===== config.mk =====
export PLATFORM = sky130hd
export DESIGN_NAME = mem_stage
export DESIGN_NICKNAME = d
export VERILOG_FILES = /design/src/rtl/mem_stage.sv
export SDC_FILE = /design/constraint.sdc
export NUM_CORES = 1
export LEC_CHECK = 0
export BUFFER_PORTS_ARGS = -buffer_cell sky130_fd_sc_hd__buf_4
export CORE_AREA = 8 8 174 176
export DETAILED_ROUTE_END_ITERATION = 8
export DIE_AREA = 0 0 182 184
export PLACE_DENSITY = 0.47
export SKIP_LAST_GASP = 1
export SLEW_MARGIN = 20
export SYNTH_ARGS = -nofsm -noshare
export SYNTH_HDL_FRONTEND = slang
export SYNTH_SLANG_ARGS = --single-unit

===== constraint.sdc =====
create_clock -name clk -period 1.8 [get_ports clk]
set_input_delay 0.36 -clock clk [delete_from_list [all_inputs] [get_ports clk]]
set_output_delay 0.36 -clock clk [all_outputs]
set_load 0.02 [all_outputs]

===== src/rtl/mem_stage.sv =====
// EX/MEM latch and data-memory access unit.
// Big-endian byte lanes on a req/ack data bus; stalls while a transaction is open.
module mem_stage #(
  parameter int TIMEOUT = 64,
  parameter int CNT_W   = 7
) (
  input  logic        clk,
  input  logic        rst,
  input  logic        stall_in,
  input  logic        flush,
  input  logic [31:0] ex_wdata,
  input  logic [4:0]  ex_waddr,
  input  logic        ex_wr_en,
  input  logic [3:0]  ex_mem_op,
  input  logic [31:0] ex_mem_addr,
  input  logic [31:0] ex_mem_sdata,
  output logic        bus_req,
  output logic        bus_we,
  output logic [31:0] bus_addr,
  output logic [3:0]  bus_sel,
  output logic [31:0] bus_wdata,
  input  logic [31:0] bus_rdata,
  input  logic        bus_ack,
  output logic [31:0] mem_wdata,
  output logic [4:0]  mem_waddr,
  output logic        mem_wr_en,
  output logic        stallreq,
  output logic        addr_err,
  output logic        bus_err
);

  localparam logic [3:0] OP_LB  = 4'd1;
  localparam logic [3:0] OP_LBU = 4'd2;
  localparam logic [3:0] OP_LH  = 4'd3;
  localparam logic [3:0] OP_LHU = 4'd4;
  localparam logic [3:0] OP_LW  = 4'd5;
  localparam logic [3:0] OP_SB  = 4'd8;
  localparam logic [3:0] OP_SH  = 4'd9;
  localparam logic [3:0] OP_SW  = 4'd10;

  localparam int TO_LAST = (TIMEOUT > 0) ? TIMEOUT - 1 : 0;
  localparam logic [CNT_W-1:0] CNT_LAST = CNT_W'(TO_LAST);

  typedef enum logic {IDLE, ACCESS} state_t;

  state_t            state;
  logic [CNT_W-1:0]  cnt;
  logic              flush_pend;
  logic [31:0]       lat_addr;
  logic [31:0]       lat_sdata;
  logic [3:0]        lat_op;
  logic [4:0]        lat_waddr;

  logic        ex_ld;
  logic        ex_st;
  logic        ex_mis;
  logic        lat_ld;
  logic        lat_st;
  logic        acc;
  logic [31:0] ld_data;
  logic [7:0]  ld_byte;
  logic [15:0] ld_half;

  // classify the incoming op and detect misalignment
  always_comb begin
    ex_ld  = (ex_mem_op >= OP_LB) && (ex_mem_op <= OP_LW);
    ex_st  = (ex_mem_op == OP_SB) || (ex_mem_op == OP_SH)
          || (ex_mem_op == OP_SW);
    ex_mis = 1'b0;
    if ((ex_mem_op == OP_LH) || (ex_mem_op == OP_LHU)
        || (ex_mem_op == OP_SH))
      ex_mis = ex_mem_addr[0];
    if ((ex_mem_op == OP_LW) || (ex_mem_op == OP_SW))
      ex_mis = |ex_mem_addr[1:0];
  end

  // bus signals come straight from the latched request while open
  always_comb begin
    acc       = (state == ACCESS);
    lat_ld    = (lat_op >= OP_LB) && (lat_op <= OP_LW);
    lat_st    = (lat_op == OP_SB) || (lat_op == OP_SH)
             || (lat_op == OP_SW);
    stallreq  = acc;
    bus_req   = acc;
    bus_we    = acc && lat_st;
    bus_addr  = 32'h0;
    bus_sel   = 4'b0000;
    bus_wdata = 32'h0;
    if (acc) begin
      bus_addr = {lat_addr[31:2], 2'b00};
      case (lat_op)
        OP_SB: begin
          bus_sel   = 4'b1000 >> lat_addr[1:0];
          bus_wdata = {4{lat_sdata[7:0]}};
        end
        OP_SH: begin
          bus_sel   = lat_addr[1] ? 4'b0011 : 4'b1100;
          bus_wdata = {2{lat_sdata[15:0]}};
        end
        OP_SW: begin
          bus_sel   = 4'b1111;
          bus_wdata = lat_sdata;
        end
        default: bus_sel = 4'b1111;
      endcase
    end
  end

  // pick the addressed lane (offset 0 is the MSB lane) and extend
  always_comb begin
    case (lat_addr[1:0])
      2'd0:    ld_byte = bus_rdata[31:24];
      2'd1:    ld_byte = bus_rdata[23:16];
      2'd2:    ld_byte = bus_rdata[15:8];
      default: ld_byte = bus_rdata[7:0];
    endcase
    ld_half = lat_addr[1] ? bus_rdata[15:0] : bus_rdata[31:16];
    case (lat_op)
      OP_LB:   ld_data = {{24{ld_byte[7]}}, ld_byte};
      OP_LBU:  ld_data = {24'h0, ld_byte};
      OP_LH:   ld_data = {{16{ld_half[15]}}, ld_half};
      OP_LHU:  ld_data = {16'h0, ld_half};
      default: ld_data = bus_rdata;
    endcase
  end

  // stage state machine, writeback registers and error pulses
  always_ff @(posedge clk) begin
    if (rst) begin
      state      <= IDLE;
      cnt        <= '0;
      flush_pend <= 1'b0;
      lat_addr   <= 32'h0;
      lat_sdata  <= 32'h0;
      lat_op     <= 4'h0;
      lat_waddr  <= 5'h0;
      mem_wdata  <= 32'h0;
      mem_waddr  <= 5'h0;
      mem_wr_en  <= 1'b0;
      addr_err   <= 1'b0;
      bus_err    <= 1'b0;
    end else begin
      addr_err <= 1'b0;
      bus_err  <= 1'b0;
      case (state)
        IDLE: begin
          if (!stall_in) begin
            if (flush) begin
              mem_wdata <= 32'h0;
              mem_waddr <= 5'h0;
              mem_wr_en <= 1'b0;
            end else if (ex_ld || ex_st) begin
              mem_wr_en <= 1'b0;
              if (ex_mis) begin
                addr_err <= 1'b1;
              end else begin
                lat_addr   <= ex_mem_addr;
                lat_sdata  <= ex_mem_sdata;
                lat_op     <= ex_mem_op;
                lat_waddr  <= ex_waddr;
                cnt        <= '0;
                flush_pend <= 1'b0;
                state      <= ACCESS;
              end
            end else begin
              mem_wdata <= ex_wdata;
              mem_waddr <= ex_waddr;
              mem_wr_en <= ex_wr_en;
            end
          end
        end
        default: begin
          if (flush)
            flush_pend <= 1'b1;
          if (bus_ack) begin
            state      <= IDLE;
            cnt        <= '0;
            flush_pend <= 1'b0;
            if (lat_ld && !flush_pend && !flush) begin
              mem_wdata <= ld_data;
              mem_waddr <= lat_waddr;
              mem_wr_en <= 1'b1;
            end else begin
              mem_wr_en <= 1'b0;
            end
          end else if (TIMEOUT != 0 && cnt == CNT_LAST) begin
            state      <= IDLE;
            cnt        <= '0;
            flush_pend <= 1'b0;
            mem_wr_en  <= 1'b0;
            bus_err    <= 1'b1;
          end else begin
            cnt <= cnt + 1'b1;
          end
        end
      endcase
    end
  end

endmodule


# Word-level counts from Yosys, hierarchy flattened
# Cells that the tools add are included.
word_totals:
  register_bits: 122
  word_cells: 126
  inputBits: 143
classes:
  n_shift: 1
  order_cmp: 4
  mux: 54
  n_reduce_logical: 25
  eq_ne: 24
  n_addsub: 1
  bitwise_logic: 5
ops:
  columns: ["operator", "count"]
  rows:
  - ["$mux 32", 8]
  - ["$pmux 32 s4", 1]
  - ["$pmux 32 s3", 1]
  - ["$mux 7", 7]
  - ["$mux 5", 6]
  - ["$mux 1", 26]
  - ["$eq 4x4->1 const B", 6]
  - ["$pmux 8 s3", 1]
  - ["$mux 16", 1]
  - ["$eq 4x2->1 const B", 3]
  - ["$eq 4x3->1 const B", 3]
  - ["$reduce_and 5->1", 2]
  - ["$ge 4x1->1 const B", 2]
  - ["$le 4x3->1 const B", 2]
  - ["$logic_or 1x1->1", 8]
  - ["$mux 4", 2]
  - ["$pmux 4 s2", 1]
  - ["$reduce_and 4->1", 2]
  - ["$add 7x1->7 const B", 1]
  - ["$eq 7x6->1 const B", 1]
  - ["$ne 2x1->1 const B", 3]
  - ["$logic_and 1x1->1", 5]
  - ["$not 1->1", 5]
  - ["$reduce_or 5->1", 1]
  - ["other kinds (14)", 16]

# Depth between registers and ports, before layout
# Gate-level depths: netlist of the first run.
logic_depth:
  word_depth: 10
  depth_mapped: 8

# Worst setup path before layout of the first run
# Ideal clock, no wire load.
synth_path:
  kind: "register to output"
  startpoint: "register state, in the netlist bus_req"
  endpoint: "output port bus_wdata[10]"
  path_buffers: 1
  stages_incl_launch_ff: 6
  setup_slack_ns: -0.791
  arrival_time_ns: 2.231
  cell_sequence: "dfxtp_1 -> clkbuf_1 -> nand3b_1 -> a21oi_1 -> nand2_1 -> o21ai_0"
synth_via:
  elab_chain_len: 1
synth_lines:
  columns: ["item", "line_no", "text"]
  rows:
  - ["start, declared", "46", "state_t state;"]
  - ["start signal, assigned", "130", "state <= IDLE;"]
  - ["start signal, assigned", "163", "state <= ACCESS;"]
  - ["start signal, assigned", "176", "state <= IDLE;"]
  - ["$mux 32", "89", "if (acc) begin"]
  - ["end, declared", "21", "output logic [31:0] bus_wdata,"]
# Every way passes these cells.

# Worst setup path in the final report of the first run
layout_path:
  startpoint: "register lat_op[2]"
  endpoint: "output port bus_wdata[28]"
layout_via:
  elab_chain_len: 3
  elab_cells_between_ends: 5
layout_lines:
  columns: ["item", "line_no", "text"]
  rows:
  - ["start, declared", "51", "logic [3:0] lat_op;"]
  - ["start signal, assigned", "159", "lat_op <= ex_mem_op;"]
  - ["$eq 4x4->1", "91", "case (lat_op)"]
  - ["$pmux 32 s3 (*)", "91", null]
  - ["$mux 32 (*)", "89", null]
# Every way passes the cells marked *; elsewhere a longest branch is shown, timed or not.

==> impl_results.md, run 1 <==
- # IOs: 254
- Area Overhead vs Synth: 83.8%
- Worst path bufs/invs: 4
- Final WL: 30.8 mm
- Drt initial violations: 417
- Startpoint Class: flip-flop
- Crit Path Category: flip-flop to output pin
- EDFF count, synth: 0
- Die area: 0.0335 mm^2
- Placed Cells: 1426
- Place WS: -0.352 ns
- Final min period: 2.23 ns
- Synth Flop Type: dfxtp_1
- Worst R2R Setup Slack: -0.28 ns
- Worst Path Required: 1.44 ns
- Vias in the first global route: 7467
- Worst Skew: 0.0100 ns
- Worst path top cell family by delay: buffers and inverters
- Routed WL per cell: 20.1 um
- Core area: 0.0275 mm^2
- Max-cap violations: 0
- Critical path fanouts, max: 5
- Hold_ws: 0.208 ns
- Synth warn: 0
- Post-synthesis register bit count: 122
- Hold Crit Class: input pin to flip-flop
- Worst vdd ir: 0.537 mV
- Final setup fails: 140
- DR pass1 iterations: 4
- Share of layout cells above drive strength 1: 52.5%
- Top post-synthesis cells by area: dfxtp_1, nand4b_1, nand2b_1
- NumNets Final: 1314
- Synthesized area: 0.00679 mm^2
- Cell taking the most area after synthesis: dfxtp_1
- Total global routing overflow: 0
- Status: finished with violations
- Final WS setup: -0.432 ns
- DPL Wire Length: 19.7 mm
- Port Buf Inserts: 251
- Seq/Total Area, Yosys: 36.0%
- Via count: 7613
- TritonCTS clock tree: yes
- Crit. End Element: output pin
- Cell row count: 61
- Largest stage delay, worst path: 0.31 ns
- Finished Layout Cells: 1529
- CP max stage cell: dfxtp_2
- Failing checks: setup timing
- Largest net degree at the start of global routing: 51
- Syn Area/Cell: 8.10 um^2
- Setup TNS: -29.21 ns
- RSZ-0062 raised after global routing: yes
- DRC: 0
- GP Congestion: 0.778
- Root Driver: clkbuf_16
- Storage cell area: 0.00245 mm^2
- Initial Utilization: 24.7%
- Number of buffers created by CTS: 17
- Max clock buf depth: 2
- Fillers: 2711
- Post-route cell area: 0.0125 mm^2
- Die height: 184 um
- Fin. Hold Viols: 0
- Antenna Nets Post-Route: 0
- P_leak: 4.94 nW
- Pwr dens: 697 mW/mm^2
- Antenna violations before repair: 1
- Area post-placement: 0.00973 mm^2
- CP Data Arrival Time: 1.87 ns
- Post-Syn Instances: 838
- Async S/R FF share, synth: 0%
- Final worst-path cycle share: 124%
- Clk_lat worst skew: 0.42 ns
- DIE WIDTH: 182 um
- Area of the multi-input gates: 0.00488 mm^2
- Clk slew on worst S/H paths: 0.06 ns
- Clock sinks: 122
- Worst-path cell chain: nand3b_1 > buf_6 > nor3b_4 > buf_6 > buf_6 > a22oi_2 > o21ai_2 > buf_6
- Wire length of the first global-routing pass: 43.5 mm
- Synth unique cells: 59
- H-Tree Level Count: 4
- Top cell by count, worst path: buf_6
- Fmax: 448 MHz
- Top cell type's share of synthesized area: 36.0%
- GRT Overall Usage: 16.3%
- Final slew viol count: 0
- Vias/cell: 4.98
- # diodes: 0
[cell type report]
type	count	share of cell area [%]
multi-input combinational	620	39.1
timing repair buffer	398	32.3
sequential	122	19.6
clock buffer	18	3.52
tap	346	3.47
clock inverter	14	1.55
inverter	11	0.411
[synth_stat cells, drive strengths merged (2+ instances only)]
library cell  instances
nand4b               73
nor4                  2
o21a                 10
mux2i                12
and2                 34
nand3b                3
buf                  32
inv                  11
nand3                10
nor4b                 2
o221ai                7
a311oi               26
mux2                  7
clkbuf               55
a221o                 2
o22ai                 7
a211oi               12
nor2b                18
o21ai               132
nor3b                 9
and3                  2
nand2b               77
a211o                 2
a22oi                15
nor3                  4
and4bb                2
xor2                  3
dfxtp               122
a31oi                 3
nand2                55
a21boi                3
o211ai                2
a21oi                11
nor2                 57
a22o                  2
[layer usage]
metal  vias up  GRT usage (%)  wire length [um]  share of wire [%]
li1       3700              -                 -                  -
met5         -              0                13              0.042
met2       256           25.8             14300                 47
met3        26           4.96              2120                6.9
met1      3629           21.6             13900                 45
met4         2           3.71               429                1.4
[placed cells by master, fill, tap and decap left out, drive strengths merged, types with 9 or more instances in the layout]
cell,Yosys,routed
buf,32,385
o21ai,132,132
dfxtp,122,122
nand2b,77,77
nand4b,73,73
nor2,57,57
nand2,55,55
and2,34,34
clkbuf,55,31
a311oi,26,26
nor2b,18,18
a22oi,15,15
mux2i,12,12
a211oi,12,12
inv,11,12
a21oi,11,11
nand3,10,10
o21a,10,10
nor3b,9,9
[state kept, by name, indices dropped and copies added (netlist names), 4 cells and up]
signal     flops
lat_op         4
lat_waddr      5
cnt            7
lat_sdata     32
lat_addr      32
mem_wdata     32
mem_waddr      5
[stage by stage]
stage	total power [mW]	util, %
after detailed placement	4.42	35.4
after floorplan	3.68	-
after global placement	4.42	35.4
final	8.69	45.4
after CTS	8.39	41.2
after global routing	9.05	45.4
[kinds of logic (layout without fill, tap and decap cells)]
group	after synthesis	in the layout	synth area share, %
buffers and inverters	98	441	6.29
muxes	20	20	3.26
adders and majority gates	1	1	0.184
AOI/OAI and AO/OA	241	242	22.1
DFF	122	122	36.0
other	1	2	0.0553
and+or+nand+nor	351	351	31.6
xor gates and xnor gates	4	4	0.516
[what timing repair did]
action,in CTS,in global routing
pin swaps,31,85
cloned,6,20
resized for setup,181,158
hold buffers,0,0
setup buffers,23,33
setup endpoints to repair,93,114
[path summary, 6_finish.rpt]
| path | cells past startpoint | endpoint | start |
|---|---|---|---|
| worst max-delay path | 8 | bus_wdata[28] | lat_op[2] |
| worst min-delay path | 3 | lat_addr[16] | ex_mem_addr[16] |
| worst max register to register | 11 | mem_wdata[5] | bus_req |
| worst min register to register | 1 | cnt[6] | cnt[6] |
[worst min-delay path, delay by kind of cell]
| kind | cells | cell delay, ns |
|---|---|---|
| buffers and inverters | 1 | 0.08 |
| AND/OR/NAND/NOR | 1 | 0.09 |
| AO/OA/AOI/OAI | 1 | 0.07 |
[power by group]
part           switching (mW)  internal, mW  total, mW  leakage (nW)
sequential              0.106          2.84       2.94         0.996
clock                    1.41          2.36       3.77         0.303
combinational           0.956          1.02       1.97          3.65
(Power assumes the default switching activity.)
==> run 2: changes to the inputs <==
--- a/config.mk
+++ b/config.mk
@@ -5,11 +5,14 @@
 export SDC_FILE = /design/constraint.sdc
 export NUM_CORES = 1
 export LEC_CHECK = 0
+export ABC_CLOCK_PERIOD_IN_PS = 1800
 export BUFFER_PORTS_ARGS = -buffer_cell sky130_fd_sc_hd__buf_4
+export CELL_PAD_IN_SITES_DETAIL_PLACEMENT = 0
+export CELL_PAD_IN_SITES_GLOBAL_PLACEMENT = 1
 export CORE_AREA = 8 8 174 176
 export DETAILED_ROUTE_END_ITERATION = 8
 export DIE_AREA = 0 0 182 184
-export PLACE_DENSITY = 0.47
+export PLACE_DENSITY = 0.61
 export SKIP_LAST_GASP = 1
 export SLEW_MARGIN = 20
 export SYNTH_ARGS = -nofsm -noshare
==> run 2 against run 1 <==
- the run still ends with setup timing left
- register-to-register slack better by 0.08 ns
- power decreased by 8.7%
- sequential power about the same
- core utilization fell by 4.7 points
- worst setup slack about the same
- first-iteration DRC count rose by 2.6%
- flip-flop and latch count is the same
- combinational power down 14%
- wire length decreased by 5.2%
- maximum frequency barely moved
- count of clock-buffer cells in the layout increased by 4
- critical endpoint is now bus_wdata[11]
- largest cell class unchanged
- highest routed layer unchanged
==> impl_results.md, run 2 (synthesized netlist as in run 1, its figures left out) <==
- Placed Cells: 1424 (-0.14%)
- Final worst-path cycle share: 124% (about the same)
- Largest net degree at the start of global routing: 93 (+82%)
- Root Driver: clkbuf_16
- Crit. End Element: output pin
- Crit Path Category: flip-flop to output pin
- RSZ-0062 raised after global routing: yes
- H-Tree Level Count: 4 (unchanged)
- Largest stage delay, worst path: 0.34 ns (+0.03 ns)
- DR pass1 iterations: 6 (+2)
- Die height: 184 um (unchanged)
- Fin. Hold Viols: 0 (unchanged)
- Area Overhead vs Synth: 64.9%
- Most frequent cells in the layout: buf_4, dfxtp_1, nand2b_1, nand4b_1, o21ai_1
- Wire length of the first global-routing pass: 44.4 mm (+2.1%)
- Clk_lat worst skew: 0.42 ns (about the same)
- Commonest non-fill, non-tap cell in the layout: buf_4
- Number of buffers created by CTS: 17 (unchanged)
- Vias in the first global route: 7519 (+0.70%)
- Top cell by count, worst path: buf_6
- Startpoint Class: flip-flop
- Antenna violations before repair: 2 (+1)
- DPL Wire Length: 20.0 mm (+1.3%)
- Pwr dens: 709 mW/mm^2 (+1.8%)
- Final Util: 40.7% (-4.7 points)
- Status: finished with violations
- Die area: 0.0335 mm^2 (unchanged)
- Core area: 0.0275 mm^2 (unchanged)
- Setup TNS: -19.18 ns (+10.03 ns)
- Cell row count: 61 (unchanged)
- TritonCTS clock tree: yes
- Initial Utilization: 24.7% (unchanged)
- CP max stage cell: dfxtp_4
- Clock sinks: 122 (unchanged)
- Antenna Nets Post-Route: 0 (unchanged)
- DRC: 0 (unchanged)
- Hold_ws: 0.204 ns (-0.00356 ns)
- Share of layout cells above drive strength 1: 41.9% (-11 points)
- Worst vdd ir: 0.514 mV (-4.4%)
- Max clock buf depth: 2 (unchanged)
- Final setup fails: 75 (-46%)
- Finished Layout Cells: 1497 (-2.1%)
- Critical path fanouts, max: 8 (+3)
- Final WS setup: -0.432 ns (+0.000284 ns)
- # IOs: 254 (unchanged)
- Final WL: 29.2 mm (-5.2%)
- Hold Crit Class: input pin to flip-flop
- Hold_buf cts: 0 (unchanged)
- Fmax: 448 MHz (about the same)
- Max-cap violations: 0 (unchanged)
- Total global routing overflow: 0 (unchanged)
- CP Data Arrival Time: 1.87 ns (about the same)
- Fillers: 2800 (+3.3%)
- Worst Path Required: 1.44 ns (about the same)
- Worst-path cell chain: nand3b_1 > buf_6 > nor3b_4 > buf_6 > or2_4 > nand2_1 > o21ai_2 > buf_6
- Vias/cell: 4.89 (-1.8%)
- Place WS: -0.329 ns (+0.0229 ns)
- Clk slew on worst S/H paths: 0.06 ns (about the same)
- Worst Skew: 0.0117 ns (+0.00166 ns)
- Port Buf Inserts: 251 (unchanged)
- Area post-placement: 0.00965 mm^2 (-0.80%)
- Post-route cell area: 0.0112 mm^2 (-10%)
- GRT Overall Usage: 16.7% (+0.39 points)
- P_leak: 4.53 nW (-8.3%)
- Overall Power: 7.93 mW (-8.7%)
- Largest regs: lat_addr: 32 flops, lat_sdata: 32 flops, mem_wdata: 32 flops
- Drt initial violations: 428 (+2.6%)
- Final slew viol count: 0 (unchanged)
- GP Congestion: 0.795 (+2.1%)
- DIE WIDTH: 182 um (unchanged)
- Failing checks: setup timing
- Routed WL per cell: 19.5 um (-3.2%)
- Final min period: 2.23 ns (-0.000284 ns)
- NumNets Final: 1281 (-2.5%)
- Via count: 7319 (-3.9%)
-- run 2: cell count changes in the layout (fill, tap and decap cells not counted), sizes merged --
cell	change
buf	-22
clkbuf	-8
bufinv	-3
inv	-3
bufbuf	+2
clkinv	+2
diode	+1
o32a	-1
-- run 2: repair_timing --
action	CTS	global route
gates resized for setup	71	53
pin swaps	31	13
cloned	10	0
setup endpoints to repair	74	82
buffers inserted	27	5
-- run 2: layer usage --
metal / track usage, % / wire, um / vias up
met5: 0 / 22 / -
met4: 4.95 / 516 / 4
met3: 5.04 / 1900 / 32
met2: 27.8 / 13600 / 220
met1: 20.6 / 13100 / 3433
li1: - / - / 3630
-- run 2: worst max-delay path: cells and delay by family (launching register included) --
kind	cells	cell delay [ns]
compound gates	1	0.08
simple gates	4	0.60
flops	1	0.34
buf+inv	3	0.44
-- run 2: layout make-up --
cell class              instances  area (um^2)  share of cell area (%)
inverters                      11         56.3                   0.503
multi-input cells             619         4360                    39.0
repair buffers                366         3330                    29.7
clock buffers                  22          464                    4.15
clock inverters                10         93.8                   0.838
diodes                          1         2.50                  0.0224
flip-flops and latches        122         2450                    21.9
well taps                     346          433                    3.87
-- run 2: where the power goes --
part	switching, mW	internal (mW)	total (mW)	leakage (nW)
clock network	1.35	1.97	3.33	0.266
registers	0.0856	2.84	2.92	0.997
logic	0.829	0.858	1.69	3.27
total	2.26	5.67	7.93	4.53
-- run 2: worst paths after layout --
| check | end | cells after the start | startpoint | slack (ns) |
|---|---|---|---|---|
| worst max-delay path | bus_wdata[11] | 8 | lat_op[2] | -0.43 |
| worst min-delay path | lat_sdata[20] | 3 | ex_mem_sdata[20] | 0.20 |
| worst max register to register | mem_wdata[26] | 9 | lat_op[2] | -0.20 |
| worst min register to register | cnt[6] | 1 | cnt[6] | 0.44 |
